`config.mk`:
```
export PLATFORM = sky130hd
export DESIGN_NAME = if_id_buffer
export DESIGN_NICKNAME = d
export VERILOG_FILES = /design/src/rtl/if_id_buffer.sv
export SDC_FILE = /design/constraint.sdc
export NUM_CORES = 1
export LEC_CHECK = 0
export ABC_AREA = 1
export CAP_MARGIN = 20
export CORE_UTILIZATION = 48
export DETAILED_ROUTE_END_ITERATION = 7
export PLACE_DENSITY = 0.89
export SLEW_MARGIN = 20
export SYNTH_ARGS = -nofsm -noshare
export SYNTH_HDL_FRONTEND = slang
export SYNTH_SLANG_ARGS = --single-unit
export TNS_END_PERCENT = 50
```
`constraint.sdc`:
```
create_clock -name i_clk -period 7.1 [get_ports i_clk]
set_clock_uncertainty 0.05 [all_clocks]
set_input_delay 1.065 -clock i_clk [delete_from_list [all_inputs] [get_ports i_clk]]
set_output_delay 1.065 -clock i_clk [all_outputs]
set_load 0.01 [all_outputs]
```
`src/rtl/if_id_buffer.sv`:
```
// if_id_buffer: two-entry in-order fetch-to-decode skid FIFO with flush, NOP fill and PC misalignment flag
module if_id_buffer #(
  parameter int DEPTH = 2
) (
  input  logic        i_clk,
  input  logic        i_rst,
  input  logic        i_flush,
  input  logic        i_if_valid,
  input  logic [31:0] i_if_pc,
  input  logic [31:0] i_if_instr,
  output logic        o_if_ready,
  output logic        o_id_valid,
  output logic [31:0] o_id_pc,
  output logic [31:0] o_id_instr,
  output logic        o_id_misalign,
  input  logic        i_id_ready
);
  localparam int AW = $clog2(DEPTH);
  localparam int CW = $clog2(DEPTH + 1);
  logic [31:0]   pc_q    [DEPTH];
  logic [31:0]   instr_q [DEPTH];
  logic [AW-1:0] head_q, head_d, tail_q, tail_d;
  logic [CW-1:0] count_q, count_d;
  logic          push, pop, we;
  assign o_if_ready    = count_q != CW'(DEPTH);
  assign o_id_valid    = count_q != '0;
  assign push          = i_if_valid && o_if_ready;
  assign pop           = o_id_valid && i_id_ready;
  assign we            = push && !i_flush;
  assign o_id_pc       = o_id_valid ? pc_q[head_q] : 32'h0000_0000;
  assign o_id_instr    = o_id_valid ? instr_q[head_q] : 32'h0000_0013;
  assign o_id_misalign = o_id_valid && (o_id_pc[1:0] != 2'b00);
  always_comb begin
    head_d  = i_flush ? '0 : head_q + AW'(pop);
    tail_d  = i_flush ? '0 : tail_q + AW'(push);
    count_d = i_flush ? '0 : count_q + CW'(push) - CW'(pop);
  end
  always_ff @(posedge i_clk) begin
    if (i_rst) begin
      head_q  <= '0;
      tail_q  <= '0;
      count_q <= '0;
    end else begin
      head_q  <= head_d;
      tail_q  <= tail_d;
      count_q <= count_d;
    end
  end
  always_ff @(posedge i_clk) begin
    if (we) begin
      pc_q[tail_q]    <= i_if_pc;
      instr_q[tail_q] <= i_if_instr;
    end
  end
endmodule
```
Word-level counts from Yosys, hierarchy flattened --
Memories as Yosys holds them, arrays and structs flattened. A register that Yosys moved wholly into a read port is not among the register bits. Cells that the tools add are included. W data, S select, Z words.
Storage, ports and cells: memories 2, input bits 69, register bits after elaboration 4, memory bits (writable) 128
Memories:
- instr_q | words 2, width 32, read ports 1, clocked after memory_dff 1, wr ports 1, line 21 | logic [31:0] instr_q [DEPTH];
- pc_q | words 2, width 32, read ports 1, clocked after memory_dff 1, wr ports 1, line 20 | logic [31:0] pc_q [DEPTH];
Operators by class: reductions and logical operators 8, eq/ne operators 1, add/subtract/negate cells 4, muxes and demuxes 6
Operator list (number):
- $mux W32 | 2
- $logic_and A1 B1 Y1 | 4
- $mux W1 | 4
- $reduce_bool A2 Y1 | 2
- $add A1 B1 Y1 | 2
- $add A2 B1 Y2 | 1
- $ne A2 B2 Y1 const B | 1
- $reduce_or A2 Y1 | 1
- $sub A2 B1 Y2 | 1
- $logic_not A1 Y1 | 1

Depth between registers and ports, before layout --
Gate-level depths: netlist of the first run.
depth after elaboration 5, gate-level depth with buffers 11

Worst setup path before layout of the first run --
No wires, ideal clock.
path type input to register, start point input i_if_valid, end point memory instr_q[0][0] (enable), stages 2, path slack 0.930 ns, buffers on the path 0, data required time 6.485 ns, library setup time 0.565 ns, arrival 5.555 ns, cell sequence nand2_1 -> nor3_1
Between the ends: cells in the longest elaborated chain, start to end 4
RTL lines:
- start, declared | line 8 | input logic i_if_valid,
- $logic_and A1 B1 Y1 | line 27 | assign push = i_if_valid && o_if_ready;
- $logic_and A1 B1 Y1 | line 29 | assign we = push && !i_flush;
- $mux W1 | line 50 | if (we) begin
- $mux W1 (implied by the code) | line 52 | instr_q[tail_q] <= i_if_instr;
- end, declared | line 21
No other way between the ends.

==> impl_metrics.yaml, run 1 <==
worst_setup_path:
  cp-end-kind: "output port"
  rr_worst_depth: 4
  r2r_slack_ns: 4.61
  required_ns: 5.98
  crit_family: "buffers and inverters"
  start_kind: "flip-flop"
  r2r_end: "head_q$_SDFF_PP0_"
  cpMaxStageDelayCell: "clkinv_2"
  path_class: "reg2out"
  path_buf_inv: 3
  max_stage_delay_ns: 0.92
  cpMostUsedCell: "o21ai_0"
  crit_chain: "buf_4 > clkinv_2 > o21ai_0 > o21ai_0 > clkdlybuf4s50_1"
  cp.arrival_ns: 3.55
  worstPathMaxFanout: 66
  worstReg2RegStart: "head_q$_SDFF_PP0_"
drt:
  vias: 3340
  first_iter_violations: 235
  met2_length_um: 5670
  wl_met1_um: 4370
  drc: 0
  viasPerCell: 5.03
  ant_nets: 0
  drtPass1Iterations: 4
  highest_layer: "met4"
  wl_met3_um: 559
  wl_per_cell_um: 16.1
  drt-total-wl_um: 10700
sta:
  rsz0062_at_grt: "false"
  hold_viol: 0
  tightestPinTransition_ns: 0.942
  fin_crit_sh_pct: 65.7
  timing.fmax_ghz: 0.214
  slew_headroom_pct: 37.2
  final.setup.tns_ns: 0
  period_minus_slack_ns: 4.67
  setup_viol: 0
  slew_violations: 0
clock_tree:
  clk-insertion-delay-late_ns: 0.49
  cts_buffers: 17
  clkSinkCount: 132
  clk_pin_slew_ns: 0.06
  cts_setup_buffers: 0
  clockBufferDepth: 2
  cts-resized-gates: 0
  hold_buffers: 0
  clock-root-buffer: "clkbuf_8"
  htree_num_levels: 4
  cts_tree: "built"
floorplanning:
  start_util_pct: 50.3
  ios: 136
  die_w_um: 104
  die_h_um: 104
  fp-row-count: 36
  dieArea_mm2: 0.0108
  coreArea_mm2: 0.00991
synthesis:
  synth_fp_nets: 448
  syn_inst: 378
  postSynthAreaPerCell_um2: 13.2
  seq_area_frac_synth_pct: 78.7
  syn_area_mm2: 0.00498
  synth_warnings: 0
  ys_ff_latch: 132
  synth_cell_types: 16
flow_run:
  cap_viol_max_count: 0
worst_hold_path:
  min_to: "tail_q$_SDFF_PP0_"
  hp-class: "reg2reg"
  hold_start: "tail_q$_SDFF_PP0_"
  min_path_cells: 2
layout:
  layout_commonest_cell: "clkdlybuf4s50_1"
  diodes: 0
  area_growth_syn_to_layout_pct: 42.2
  layout_common_cells: "clkdlybuf4s50_1 (135), nand2_1 (131), edfxtp_1 (128)"
  fin_area_mm2: 0.00709
  post-route-util_pct: 71.5
  layout-drive-gt1-share_pct: 7.34
  fin_nets: 588
place:
  dpl-instance-area_mm2: 0.00646
  globalplace.congestion: 0.753
  hpwl_um: 6550
  port_buffers: 135
pwr:
  irDropWorstVdd_mv: 0.151
  power.total_mw: 1.97
  p_leak_nw: 2.49
  power_density_mw_per_mm2: 277
global_routing:
  grt_pass1_vias: 3370
  grt_start_max_net_pins: 67
  grt_usage_pct: 20.7
  grt-ovfl-total: 0
  grt_pass1_wl_um: 16800
  antenna_found_initial: 0
run_status:
  outcome: "finished clean"
-- state kept, by name, summed over array words and instances (netlist names) --
| register | count |
|---|---|
| count_q | 2 |
| tail_q | 1 |
| instr_q | 64 |
| pc_q | 64 |
| head_q | 1 |
-- Yosys cell counts (all sizes together) --
master / instances / area (µm²)
edfxtp: 128 / 3840
ha: 1 / 12.5
nor2: 10 / 45.0
inv: 10 / 37.5
o21ai: 4 / 20.0
buf: 18 / 91.3
nand3: 5 / 25.0
dfxtp: 4 / 80.1
a21oi: 61 / 305
nor3: 3 / 15.0
xnor2: 1 / 8.76
nand2: 131 / 492
clkbuf: 2 / 7.51
-- worst reg2reg max path: stages (launching register included) --
cell      delay, ns
dfxtp_2        0.31
buf_4          0.54
clkinv_2       0.93
nor3_1         0.47
nor2_1         0.08
-- stage by stage --
step,instances,setup WS [ns],hold slack (ns)
global placement,632,3.48,0.423
CTS,664,2.77,0.456
floorplan,378,0.930,0.401
global route,664,2.07,0.484
detailed placement,632,3.31,0.448
finish,664,2.43,0.454
-- cell families after synthesis --
group,synth area share (%)
and+or+nand+nor,11.6
DFF,78.7
AOI/OAI and AO/OA,6.53
buffers and inverters,2.74
xor gates and xnor gates,0.176
adders and majority gates,0.251
-- how the worst max path moves through the flow --
stage                      start                       to  slack [ns]  depth (start not counted)
2_1_floorplan         i_if_valid  instr_q[0][0]$_DFFE_PP_        0.93                          2
3_3_place_gp   head_q$_SDFF_PP0_            o_id_misalign        3.48                          5
3_5_place_dp   head_q$_SDFF_PP0_            o_id_misalign        3.31                          5
4_1_cts        head_q$_SDFF_PP0_            o_id_misalign        2.77                          5
5_1_grt        head_q$_SDFF_PP0_            o_id_misalign        2.07                          5
6_report       head_q$_SDFF_PP0_            o_id_misalign        2.43                          5
-- final cells by class --
cell class	count	area, µm²
fillers	685	2820
clock buffers	19	422
clock inverters	13	206
inverters	10	38.8
flip-flops and latches	132	3930
well taps	133	166
multi-input cells	216	933
repair buffers	141	1400
-- routing by layer --
metal / track usage [%] / vias to the layer above
li1: - / 1612
met1: 24.7 / 1607
met2: 35.8 / 114
met3: 6.58 / 7
met4: 6.02 / 0
met5: 0 / -
-- power by group --
group	internal (mW)	switching, mW
Clock	0.605	0.306
Sequential	0.882	0.00672
Combinational	0.0862	0.0794
(Power assumes the default switching activity.)
==> run 2: changes to the inputs <==
- CORE_UTILIZATION: 48 -> 43
- PLACE_DENSITY: 0.89 -> 0.84
- clock period: 7.1 -> 4.15 ns (I/O delays scaled with it)
==> impl_metrics.yaml, run 2 (synthesis results as in run 1) <==
run_status:
  outcome: "finished clean"
drt:
  ant_nets: 0
  drt-total-wl_um: 10800
  vias: 3408
  wl_per_cell_um: 16.0
  drc: 0
  drtPass1Iterations: 4
  first_iter_violations: 225
  viasPerCell: 5.06
clock_tree:
  cts_tree: "built"
  cts_buffers: 17
  clk_pin_slew_ns: 0.05
  htree_num_levels: 4
  cts_setup_buffers: 0
  clockBufferDepth: 2
  clkSinkCount: 132
  clk-insertion-delay-late_ns: 0.40
  cts-resized-gates: 0
  hold_buffers: 0
  clock-root-buffer: "clkbuf_16"
layout:
  reg.largest.list: "instr_q x64, pc_q x64, count_q x2"
  layout_commonest_cell: "clkdlybuf4s50_1"
  diodes: 0
  fin_nets: 590
  layout_common_cells: "clkdlybuf4s50_1 (135), nand2_1 (131), edfxtp_1 (128)"
  fin_cells: 673
  n_fill_cell: 846
  multi_input_area_um2: 933
  layout-drive-gt1-share_pct: 7.69
  regArea_mm2: 0.00393
  post-route-util_pct: 63.6
  area_growth_syn_to_layout_pct: 41.4
floorplanning:
  start_util_pct: 45.0
  dieArea_mm2: 0.0120
  die_h_um: 110
  ios: 136
  fp-row-count: 38
  coreArea_mm2: 0.0111
  die_w_um: 110
sta:
  final.setup.tns_ns: 0
  rsz0062_at_grt: "false"
  tightestPinTransition_ns: 0.707
  timing.fmax_ghz: 0.319
  slew_headroom_pct: 52.9
  setup_viol: 0
  fin_ws_ns: 1.01
  slew_violations: 0
  fin_crit_sh_pct: 75.6
  hold_viol: 0
  period_minus_slack_ns: 3.14
worst_setup_path:
  path_class: "reg2out"
  cp.arrival_ns: 2.47
  rr_worst_depth: 5
  worstPathMaxFanout: 39
  crit_family: "buffers and inverters"
  worstReg2RegStart: "count_q[0]$_SDFF_PP0_"
  cpMaxStageDelayCell: "clkdlybuf4s50_1"
  crit_chain: "inv_2 > buf_4 > nand2_1 > a21oi_1 > clkdlybuf4s50_1"
  start_kind: "flip-flop"
  max_stage_delay_ns: 0.56
  cp-end-kind: "output port"
  path_buf_inv: 3
  r2r_slack_ns: 2.18
  r2r_end: "pc_q[0][1]$_DFFE_PP_"
  required_ns: 3.48
global_routing:
  grt_pass1_wl_um: 16500
  grt_start_max_net_pins: 66
  grt_usage_pct: 18.9
  grt_pass1_vias: 3407
  antenna_found_initial: 0
  grt-ovfl-total: 0
place:
  globalplace.congestion: 0.711
  dp.cells: 641
  port_buffers: 135
  hpwl_um: 6880
  pre_cts_ws_ns: 1.40
flow_run:
  cap_viol_max_count: 0
pwr:
  power_density_mw_per_mm2: 456
  p_leak_nw: 2.47
  irDropWorstVdd_mv: 0.243
worst_hold_path:
  hold_start: "tail_q$_SDFF_PP0_"
  min_path_cells: 2
  min_to: "tail_q$_SDFF_PP0_"
  hp-class: "reg2reg"
## run 2: changes by cell type in the layout (fill, tap and decap cells not counted), moves of 2 or more
cell        delta
clkinvlp_4     +2
clkinv_1       +2
bufinv_16      -3
clkbuf_1       -2
buf_4          +2
## run 2: how the worst max path moves through the flow
stage / start / to / slack, ns / cells after the start
2_1_floorplan: i_if_valid / instr_q[0][0]$_DFFE_PP_ / -1.58 / 2
3_5_place_dp: head_q$_SDFF_PP0_ / o_id_instr[7] / 1.40 / 5
5_1_grt: head_q$_SDFF_PP0_ / o_id_instr[7] / 0.84 / 5
4_1_cts: head_q$_SDFF_PP0_ / o_id_instr[7] / 0.96 / 5
6_report: head_q$_SDFF_PP0_ / o_id_instr[2] / 1.01 / 5
3_3_place_gp: head_q$_SDFF_PP0_ / o_id_instr[2] / 1.44 / 5
## run 2: routing by layer
metal	vias to the layer above	wire, µm	global-route usage (%)
li1	1611	-	-
met1	1650	4470	22.5
met2	127	5410	32.1
met3	20	689	5.87
met4	0	187	7.52
met5	-	0	0
## run 2: cell type report
class	instances	area share (%)
Clock buffer	17	6.04
Clock inverter	15	1.99
Inverter	10	0.533
Multi-Input combinational cell	216	13.2
Sequential cell	132	55.7
Tap cell	140	2.49
Timing Repair Buffer	143	20.0
## run 2: power breakdown
| part | leakage (nW) | internal, mW | switching (mW) |
|---|---|---|---|
| sequential | 1.21 | 1.51 | 0.0112 |
| clock | 0.261 | 0.874 | 0.532 |
| combinational | 1.00 | 0.148 | 0.137 |
| total | 2.47 | 2.53 | 0.680 |
## run 2: stage by stage
| step | hold slack, ns | instance area, µm² | power [mW] |
|---|---|---|---|
| final | 0.445 | 7050 | 3.21 |
| after global routing | 0.467 | 7050 | 3.33 |
| after CTS | 0.447 | 7050 | 3.24 |
| after detailed placement | 0.439 | 6480 | 1.84 |
| after global placement | 0.421 | 6480 | 1.82 |
| after floorplan | 0.401 | 4980 | 1.66 |
## run 2: worst register-to-register path, delay by kind of cell (launching register included)
family	cells	cell delay, ns
buffers and inverters	2	0.65
and+or+nand+nor	3	0.46
DFF	1	0.40
==> run 3: changes to the inputs <==
- clock period: 4.15 -> 2.8 ns (I/O delays scaled with it)
==> impl_metrics.yaml, run 3 (synthesis results as in run 1) <==
drt:
  drc: 0
  wl_per_cell_um: 16.0
  first_iter_violations: 166
  viasPerCell: 5.00
  drt-total-wl_um: 10800
  drtPass1Iterations: 4
  ant_nets: 0
  vias: 3373
layout:
  n_fill_cell: 859
  fin_nets: 592
  layout_common_cells: "clkdlybuf4s50_1 (135), nand2_1 (131), edfxtp_1 (128)"
  area_growth_syn_to_layout_pct: 43.1
  fin_area_mm2: 0.00713
  layout-drive-gt1-share_pct: 8.60
  diodes: 0
  layout_commonest_cell: "clkdlybuf4s50_1"
  post-route-util_pct: 64.4
  reg.largest.list: "instr_q x64, pc_q x64, count_q x2"
sta:
  slew_headroom_pct: 62.5
  fin_crit_sh_pct: 95.3
  hold_viol: 0
  setup_viol: 0
  slew_violations: 0
  fin_ws_ns: 0.132
  period_minus_slack_ns: 2.67
  tightestPinTransition_ns: 0.562
  timing.fmax_ghz: 0.375
  rsz0062_at_grt: "false"
worst_setup_path:
  cp-end-kind: "output port"
  start_kind: "flip-flop"
  max_stage_delay_ns: 0.60
  crit_chain: "buf_4 > nand2_1 > a21oi_1 > clkdlybuf4s50_1"
  cpMaxStageDelayCell: "dfxtp_2"
  required_ns: 2.33
  path_class: "reg2out"
  path_buf_inv: 2
  worstPathMaxFanout: 22
  crit_family: "buffers and inverters"
  cp.arrival_ns: 2.20
pwr:
  p_leak_nw: 2.51
  p_clk_share_pct: 45.4
  seq_power_share_pct: 45.9
  power_density_mw_per_mm2: 689
  p_sw_share_pct: 21.3
  power.internal_mw: 3.87
  p_sw_mw: 1.04
  irDropWorstVdd_mv: 0.427
  share_comb_of_total_power_pct: 8.7
floorplanning:
  die_w_um: 110
  coreArea_mm2: 0.0111
  ios: 136
  die_h_um: 110
  start_util_pct: 45.0
  fp-row-count: 38
  dieArea_mm2: 0.0120
clock_tree:
  cts_buffers: 17
  hold_buffers: 0
  clk-insertion-delay-late_ns: 0.40
  clk_pin_slew_ns: 0.06
  cts_tree: "built"
  htree_num_levels: 4
  clkSinkCount: 132
  clockBufferDepth: 2
  cts-resized-gates: 1
  cts_setup_buffers: 0
  clock-root-buffer: "clkbuf_16"
global_routing:
  grt_start_max_net_pins: 42
  grt_usage_pct: 18.4
  grt-ovfl-total: 0
  grt_pass1_vias: 3454
  antenna_found_initial: 0
  grt_pass1_wl_um: 16300
place:
  globalplace.congestion: 0.691
  port_buffers: 135
  dpl-instance-area_mm2: 0.00651
  pre_cts_ws_ns: 0.305
  hpwl_um: 7110
run_status:
  outcome: "finished clean"
worst_hold_path:
  hp-class: "reg2reg"
flow_run:
  cap_viol_max_count: 0
## run 3: cell types whose count changed in the layout (fill, tap and decap cells not counted), sizes merged
cell	previous run	this run
buf	8	10
bufinv	2	3
clkbuf	17	18
clkinv	7	5
clkinvlp	5	3
inv	11	13
## run 3: cell type report
cell class                      instances  area [µm²]  area share [%]
Sequential cell                       132        3930            55.1
Timing Repair Buffer                  145        1430            20.1
Multi-Input combinational cell        216         946            13.3
Clock buffer                           18         429            6.02
Clock inverter                         14         179            2.51
Tap cell                              140         175            2.46
Inverter                               10        45.0           0.632
## run 3: metal layers
layer  GRT usage, %  up-vias  wire length, µm
li1               -     1615                -
met1           20.1     1649             4290
met5              0        -                0
met3           5.69        4              717
met4           5.43        0               34
met2           34.0      105             5730
## run 3: stage by stage
| stage | power [mW] | cells | TNS [ns] | hold slack [ns] |
|---|---|---|---|---|
| 2_1_floorplan | 2.45 | 378 | -120.58 | 0.412 |
| 3_3_place_gp | 2.71 | 643 | 0 | 0.443 |
| 3_5_place_dp | 2.72 | 643 | 0 | 0.459 |
| 4_1_cts | 4.96 | 675 | 0 | 0.466 |
| 5_1_grt | 5.07 | 675 | 0 | 0.510 |
| 6_report | 4.92 | 675 | 0 | 0.462 |
## run 3: path summary, 6_finish.rpt
| path | start | endpoint | slack [ns] | cells after the start |
|---|---|---|---|---|
| max | head_q$_SDFF_PP0_ | o_id_instr[13] | 0.13 | 4 |
| min | tail_q$_SDFF_PP0_ | tail_q$_SDFF_PP0_ | 0.46 | 2 |
| max reg2reg | count_q[0]$_SDFF_PP0_ | count_q[1]$_SDFF_PP0_ | 0.69 | 11 |
| min reg2reg | tail_q$_SDFF_PP0_ | tail_q$_SDFF_PP0_ | 0.46 | 2 |
## run 3: power by group through the flow
stage	Clock (mW)	Sequential, mW	Combinational [mW]
2_1_floorplan	0	2.29	0.158
3_3_place_gp	0	2.29	0.416
3_5_place_dp	0	2.30	0.428
4_1_cts	2.27	2.25	0.430
5_1_grt	2.35	2.26	0.461
6_report	2.23	2.25	0.427
## run 3: worst register-to-register path, cell delays in order, from the launching register on
cell,delay (ns)
dfxtp_1,0.34
nor2_4,0.31
buf_4,0.34
nor2_1,0.16
xnor2_1,0.16
ha_1,0.21
inv_1,0.07
nand2_1,0.06
nand2_1,0.09
nand3_1,0.08
nand2_1,0.08
nor2_1,0.04
